`config.mk`:
```
export PLATFORM = sky130hd
export DESIGN_NAME = param_universal_shift_reg
export DESIGN_NICKNAME = d
export VERILOG_FILES = /design/src/rtl/param_universal_shift_reg.sv
export SDC_FILE = /design/constraint.sdc
export NUM_CORES = 1
export LEC_CHECK = 0
export BUFFER_PORTS_ARGS = -buffer_cell sky130_fd_sc_hd__buf_2
export CAP_MARGIN = 20
export CORE_MARGIN = 3
export CORE_UTILIZATION = 55
export CTS_CLUSTER_SIZE = 10
export DETAILED_ROUTE_END_ITERATION = 16
export PLACE_DENSITY = 0.84
export SLEW_MARGIN = 15
export SYNTH_ARGS = -nofsm -noshare
export SYNTH_HDL_FRONTEND = slang
export SYNTH_SLANG_ARGS = --single-unit
```
`constraint.sdc`:
```
create_clock -name clk -period 1.6 [get_ports clk]
set_input_delay 0.32 -clock clk [delete_from_list [all_inputs] [get_ports clk]]
set_output_delay 0.32 -clock clk [all_outputs]
set_load 0.02 [all_outputs]
```
`src/rtl/param_universal_shift_reg.sv`:
```
// WIDTH-bit universal shift register with eight modes and a shift-frame counter.
// Serves as the serial<->parallel converter for the serial link and test-pattern blocks.
module param_universal_shift_reg #(
    parameter int               WIDTH     = 8,
    parameter logic [WIDTH-1:0] RESET_VAL = {WIDTH{1'b0}},
    parameter int               CNT_W     = $clog2(WIDTH + 1)
) (
    input  logic             clk,
    input  logic             rst_n,
    input  logic             en,
    input  logic [2:0]       mode,
    input  logic             s_in,
    input  logic [WIDTH-1:0] p_in,
    output logic             serial_out,
    output logic [WIDTH-1:0] parallel_out,
    output logic [CNT_W-1:0] bit_cnt,
    output logic             frame_done
);

    typedef enum logic [2:0] {
        M_HOLD  = 3'b000,
        M_SHL   = 3'b001,
        M_SHR   = 3'b010,
        M_LOAD  = 3'b011,
        M_ROL   = 3'b100,
        M_ROR   = 3'b101,
        M_ASR   = 3'b110,
        M_CLEAR = 3'b111
    } mode_e;

    localparam logic [CNT_W-1:0] LAST_CNT = CNT_W'(WIDTH - 1);

    logic [WIDTH-1:0] q, q_nxt;
    logic [CNT_W-1:0] cnt_nxt;
    logic             dir, dir_nxt;
    logic             done_nxt;
    logic             shift;

    always_comb begin
        q_nxt    = q;
        dir_nxt  = dir;
        cnt_nxt  = bit_cnt;
        done_nxt = 1'b0;
        shift    = 1'b0;
        if (en) begin
            case (mode_e'(mode))
                M_SHL:   begin q_nxt = {q[WIDTH-2:0], s_in};     dir_nxt = 1'b0; shift = 1'b1; end
                M_SHR:   begin q_nxt = {s_in, q[WIDTH-1:1]};     dir_nxt = 1'b1; shift = 1'b1; end
                M_LOAD:  begin q_nxt = p_in;                     cnt_nxt = '0; end
                M_ROL:   begin q_nxt = {q[WIDTH-2:0], q[WIDTH-1]}; dir_nxt = 1'b0; shift = 1'b1; end
                M_ROR:   begin q_nxt = {q[0], q[WIDTH-1:1]};     dir_nxt = 1'b1; shift = 1'b1; end
                M_ASR:   begin q_nxt = {q[WIDTH-1], q[WIDTH-1:1]}; dir_nxt = 1'b1; shift = 1'b1; end
                M_CLEAR: begin q_nxt = '0;                       cnt_nxt = '0; end
                default: ;
            endcase
            // Counter tracks shift events regardless of direction; wrap emits the pulse.
            if (shift) begin
                if (bit_cnt == LAST_CNT) begin
                    cnt_nxt  = '0;
                    done_nxt = 1'b1;
                end else begin
                    cnt_nxt = bit_cnt + 1'b1;
                end
            end
        end
    end

    always_ff @(posedge clk or negedge rst_n) begin
        if (!rst_n) begin
            q          <= RESET_VAL;
            dir        <= 1'b0;
            bit_cnt    <= '0;
            frame_done <= 1'b0;
        end else begin
            q          <= q_nxt;
            dir        <= dir_nxt;
            bit_cnt    <= cnt_nxt;
            frame_done <= done_nxt;
        end
    end

    // dir is only rewritten by shifting modes, so the output bit stays put across HOLD/LOAD.
    assign serial_out   = dir ? q[0] : q[WIDTH-1];
    assign parallel_out = q;

endmodule

```
==> metrics.md <==
| Metric | Value |
|---|---|
| Status | complete, no violations |
| Number of antenna cells inserted | 0 |
| Vias in the first global route | 936 |
| # DRC | 0 |
| Setup TNS after final layout | 0 ps |
| Cell family with the largest share of critical-path delay | flip-flops |
| Number of input and output port buffers inserted | 28 |
| Synthesis Warnings | 0 |
| Max-slew violation count | 0 |
| Compound-Gate Fraction of Synth Area | 32.4% |
| Half-perimeter wire length after detailed placement | 1.84 mm |
| Net total in the final layout | 161 |
| Number of primary I/O pins | 29 |
| Die height | 49.2 um |
| Final-layout fill cell count | 146 |
| Adder-Cell Fraction of Synth Area | 7.30% |
| Number of hold violations in the final report | 0 |
| Largest net degree at the start of global routing | 25 |
| Overall die area | 0.00243 mm^2 |
| Antenna violations before repair | 0 |
| EDFF count, synth | 0 |
| Source-to-sink clock delay at the later pin of the worst-skew pair | 270 ps |
| Hold crit path type | in -> reg |
| Maximum single-stage delay on the critical path | 450 ps |
| Element type at the critical path start | flip-flop |
| Flop-to-flop setup slack | 380 ps |
| Maximum buffer depth of the clock tree | 2 |
| Endpoint of the worst-slack reg-to-reg timing path | parallel_out[2]$_DFFE_PN0P_ |
| Arrival @ worst endpoint | 1160 ps |
| Number of cells on the worst hold path | 3 |
| Most used flip-flop cell after synthesis | dfrtp_1 |
| CP Capture Type | output pin |
| Highest-count cells in the layout ignoring fill and taps | buf_2, a21oi_1, dfrtp_1, buf_4, inv_1 |
| Clk_skew | 2.27 ps |
| Vias | 1005 |
| H-tree Lvls | 1 |
| Highest metal layer with signal wires | met4 |
| Required arrival time at the worst endpoint | 1280 ps |
| Area of the core | 0.00175 mm^2 |
| Mux cell area share after synthesis | 3.28% |
| Net Sw Frac | 39.6% |
| Power share of the combinational group | 40.9% |
| Number of cells upsized or downsized after cts | 0 |
| Setup repair after global routing missed its margin | no |
| Post-Synth Simple-Gate Area | 9.98% |
| Post-route ant nets | 0 |
| Average cell area after synthesis | 9.18 um^2 |
| Part of the Yosys area used for sequential elements | 34.1% |
| Die boundary width | 49.2 um |
| Final Cycle Share | 92.8% |
| Critical-path top delay cell | dfrtp_1 |
| First-pass GRT wire length | 4.20 mm |
| Total clock sinks | 14 |
| Xor and xnor fraction of the mapped netlist area | 0.852% |
| Clock-pin slew reported for the worst setup and hold paths after clock tree synthesis | 80 ps |
| P_leak | 0.000574 uW |
| Leading area contributor after synthesis | dfrtp_1 |
| Post-layout minimum cycle time | 1480 ps |
| Register bit count reported by yosys | 14 |
| Number of detailed-route iterations in the first pass | 4 |
| DR WL met2 | 1.27 mm |
| Psw | 474 uW |
| Gr ovfl total | 0 |
| Area growth from synthesis to final layout | 18.2% |
| Actual slew at the worst max-slew pin | 447 ps |
| Biggest area contributors in the synthesized netlist | dfrtp_1, a21oi_1, buf_6 |
| R2R depth | 4 |
| Largest driver fanout on the critical path | 6 |
| GRT Total Usage | 22.1% |
| Average via count per standard cell | 5.98 |
| Number of buffers added by the clock tree synthesis step | 3 |
| CTS root buf | clkbuf_4 |
| Portion of total power attributed to sequential cells | 42.8% |
| Power density of the placed cells | 984 mW/mm^2 |
| Post-synth design cell area | 0.00103 mm^2 |
| CP Buf/Inv Count | 1 |
| Dominant combinational cell family by area after synthesis | compound AO/OA/AOI/OAI gates |
| Total routed wirelength | 2.44 mm |
| CTS tree | done |
| Number of nets produced by synthesis | 128 |
| Max capacitance violation total | 0 |
| Cell-internal power | 722 uW |
| Total power of the final layout | 1200 uW |
| Initial cell density of the core | 58.9% |
| Wire per inst | 14.5 um |
| Global placer's final weighted congestion | 0.838 |
| CP cell instances | mux2_2 -> buf_2 |
| Relative slew margins | 70.2% |
| Async set-or-reset flop fraction in the synthesized netlist | 100% |
| Area share of the largest cell type after synthesis | 34.1% |
| Total met3 wirelength after detailed routing | 131 um |
| Num rows | 15 |
| Min-delay src | s_in |
| Most common cell after layout, fill and taps aside | buf_2 |
| Portion of total power attributed to the clock network | 16.4% |
| Gate count after technology mapping | 112 |
| Total of endpoints with negative setup slack in the final report | 0 |
| Max Clock Freq | 0.673 GHz |
| Fraction of final layout cells sized beyond drive strength 1 | 34.3% |
| Critical path start-end classification | reg -> out |
| Reg-to-Reg Start | parallel_out[1]$_DFFE_PN0P_ |
| Met1 layer wirelength in the final routing | 991 um |
| End point of the worst hold path | parallel_out[0]$_DFFE_PN0P_ |
| Violation count after the first detailed-route iteration | 13 |
| Netlist cell types | 35 |
| Maximum vdd ir drop | 600 uV |
-- cell families after synthesis --
| logic type | Yosys count |
|---|---|
| simple gates | 20 |
| fa+ha+maj | 7 |
| buf+inv | 20 |
| compound gates | 47 |
| mux | 3 |
| flops | 14 |
| xor+xnor | 1 |
-- synth_stat cells, types with 2 or more instances --
library cell,number
nor2b_1,2
nor2_1,3
maj3_1,4
a21oi_1,16
dfrtp_1,14
clkbuf_1,3
a2bb2oi_1,5
o21ai_0,4
o211ai_1,2
maj3_2,2
mux2_2,3
buf_6,6
nand3_1,2
a22oi_1,8
inv_1,9
o21ai_1,3
nand2_1,7
o221ai_1,2
-- through the flow --
step | utilization, % | instance area, um^2 | worst slack [ps] | cells | hold WS (ps)
final | 69.7 | 1220 | 115 | 168 | 394
after global placement | 67.8 | 1180 | 157 | 164 | 231
after CTS | 69.7 | 1220 | 118 | 168 | 393
after global routing | 69.7 | 1220 | 92.7 | 168 | 415
after floorplan | - | 1030 | 244 | 112 | 24.4
after detailed placement | 67.8 | 1180 | 127 | 164 | 234
-- power by group through the flow --
stage | logic [uW] | clock network, uW | registers [uW]
2_1_floorplan | 257 | 0 | 589
3_3_place_gp | 476 | 0 | 512
3_5_place_dp | 487 | 0 | 519
4_1_cts | 491 | 199 | 512
5_1_grt | 536 | 209 | 525
6_report | 489 | 196 | 512
-- layout make-up --
type / instances / area (um^2) / area share [%]
multi-input combinational: 78 / 553 / 45.5
clock buffer: 3 / 22.5 / 1.85
timing repair buffer: 39 / 225 / 18.5
sequential: 14 / 350 / 28.8
tap: 25 / 31.3 / 2.57
inverter: 9 / 33.8 / 2.78
-- worst reg2reg max path: cells and delay by family (launching register included) --
kind	cells	cell delay, ps
flip-flops	1	380
adder cells (fa/ha/maj)	1	350
AO/OA/AOI/OAI	2	340
buffers and inverters	1	80
-- worst max path at each step --
stage / to / start / cells after the start / slack, ps
after global placement: bit_cnt[3]$_DFFE_PN0P_ / mode[0] / 4 / 160
after CTS: serial_out / parallel_out[7]$_DFFE_PN0P_ / 2 / 120
after floorplan: parallel_out[7]$_DFFE_PN0P_ / mode[2] / 5 / 240
final: serial_out / parallel_out[7]$_DFFE_PN0P_ / 2 / 120
after global routing: serial_out / parallel_out[7]$_DFFE_PN0P_ / 2 / 90
after detailed placement: bit_cnt[3]$_DFFE_PN0P_ / mode[0] / 4 / 130
-- routing by layer --
layer  track usage [%]  up-vias
met3              3.67        6
li1                  -      482
met2              39.1       32
met4              8.53        0
met5                 0        -
met1              26.3      485
-- registers in the layout, summed over array words and instances, names as in the netlist --
register / count
bit_cnt: 4
parallel_out: 8
dir: 1
frame_done: 1
-- what timing repair did --
| item | CTS | global route |
|---|---|---|
| hold endpoints to repair | 14 | 0 |
| hold buffers | 1 | 0 |
| setup buffers | 0 | 0 |
| endpoints found under the setup margin | 0 | 0 |
No activity file was read; power rests on OpenSTA's default activity.
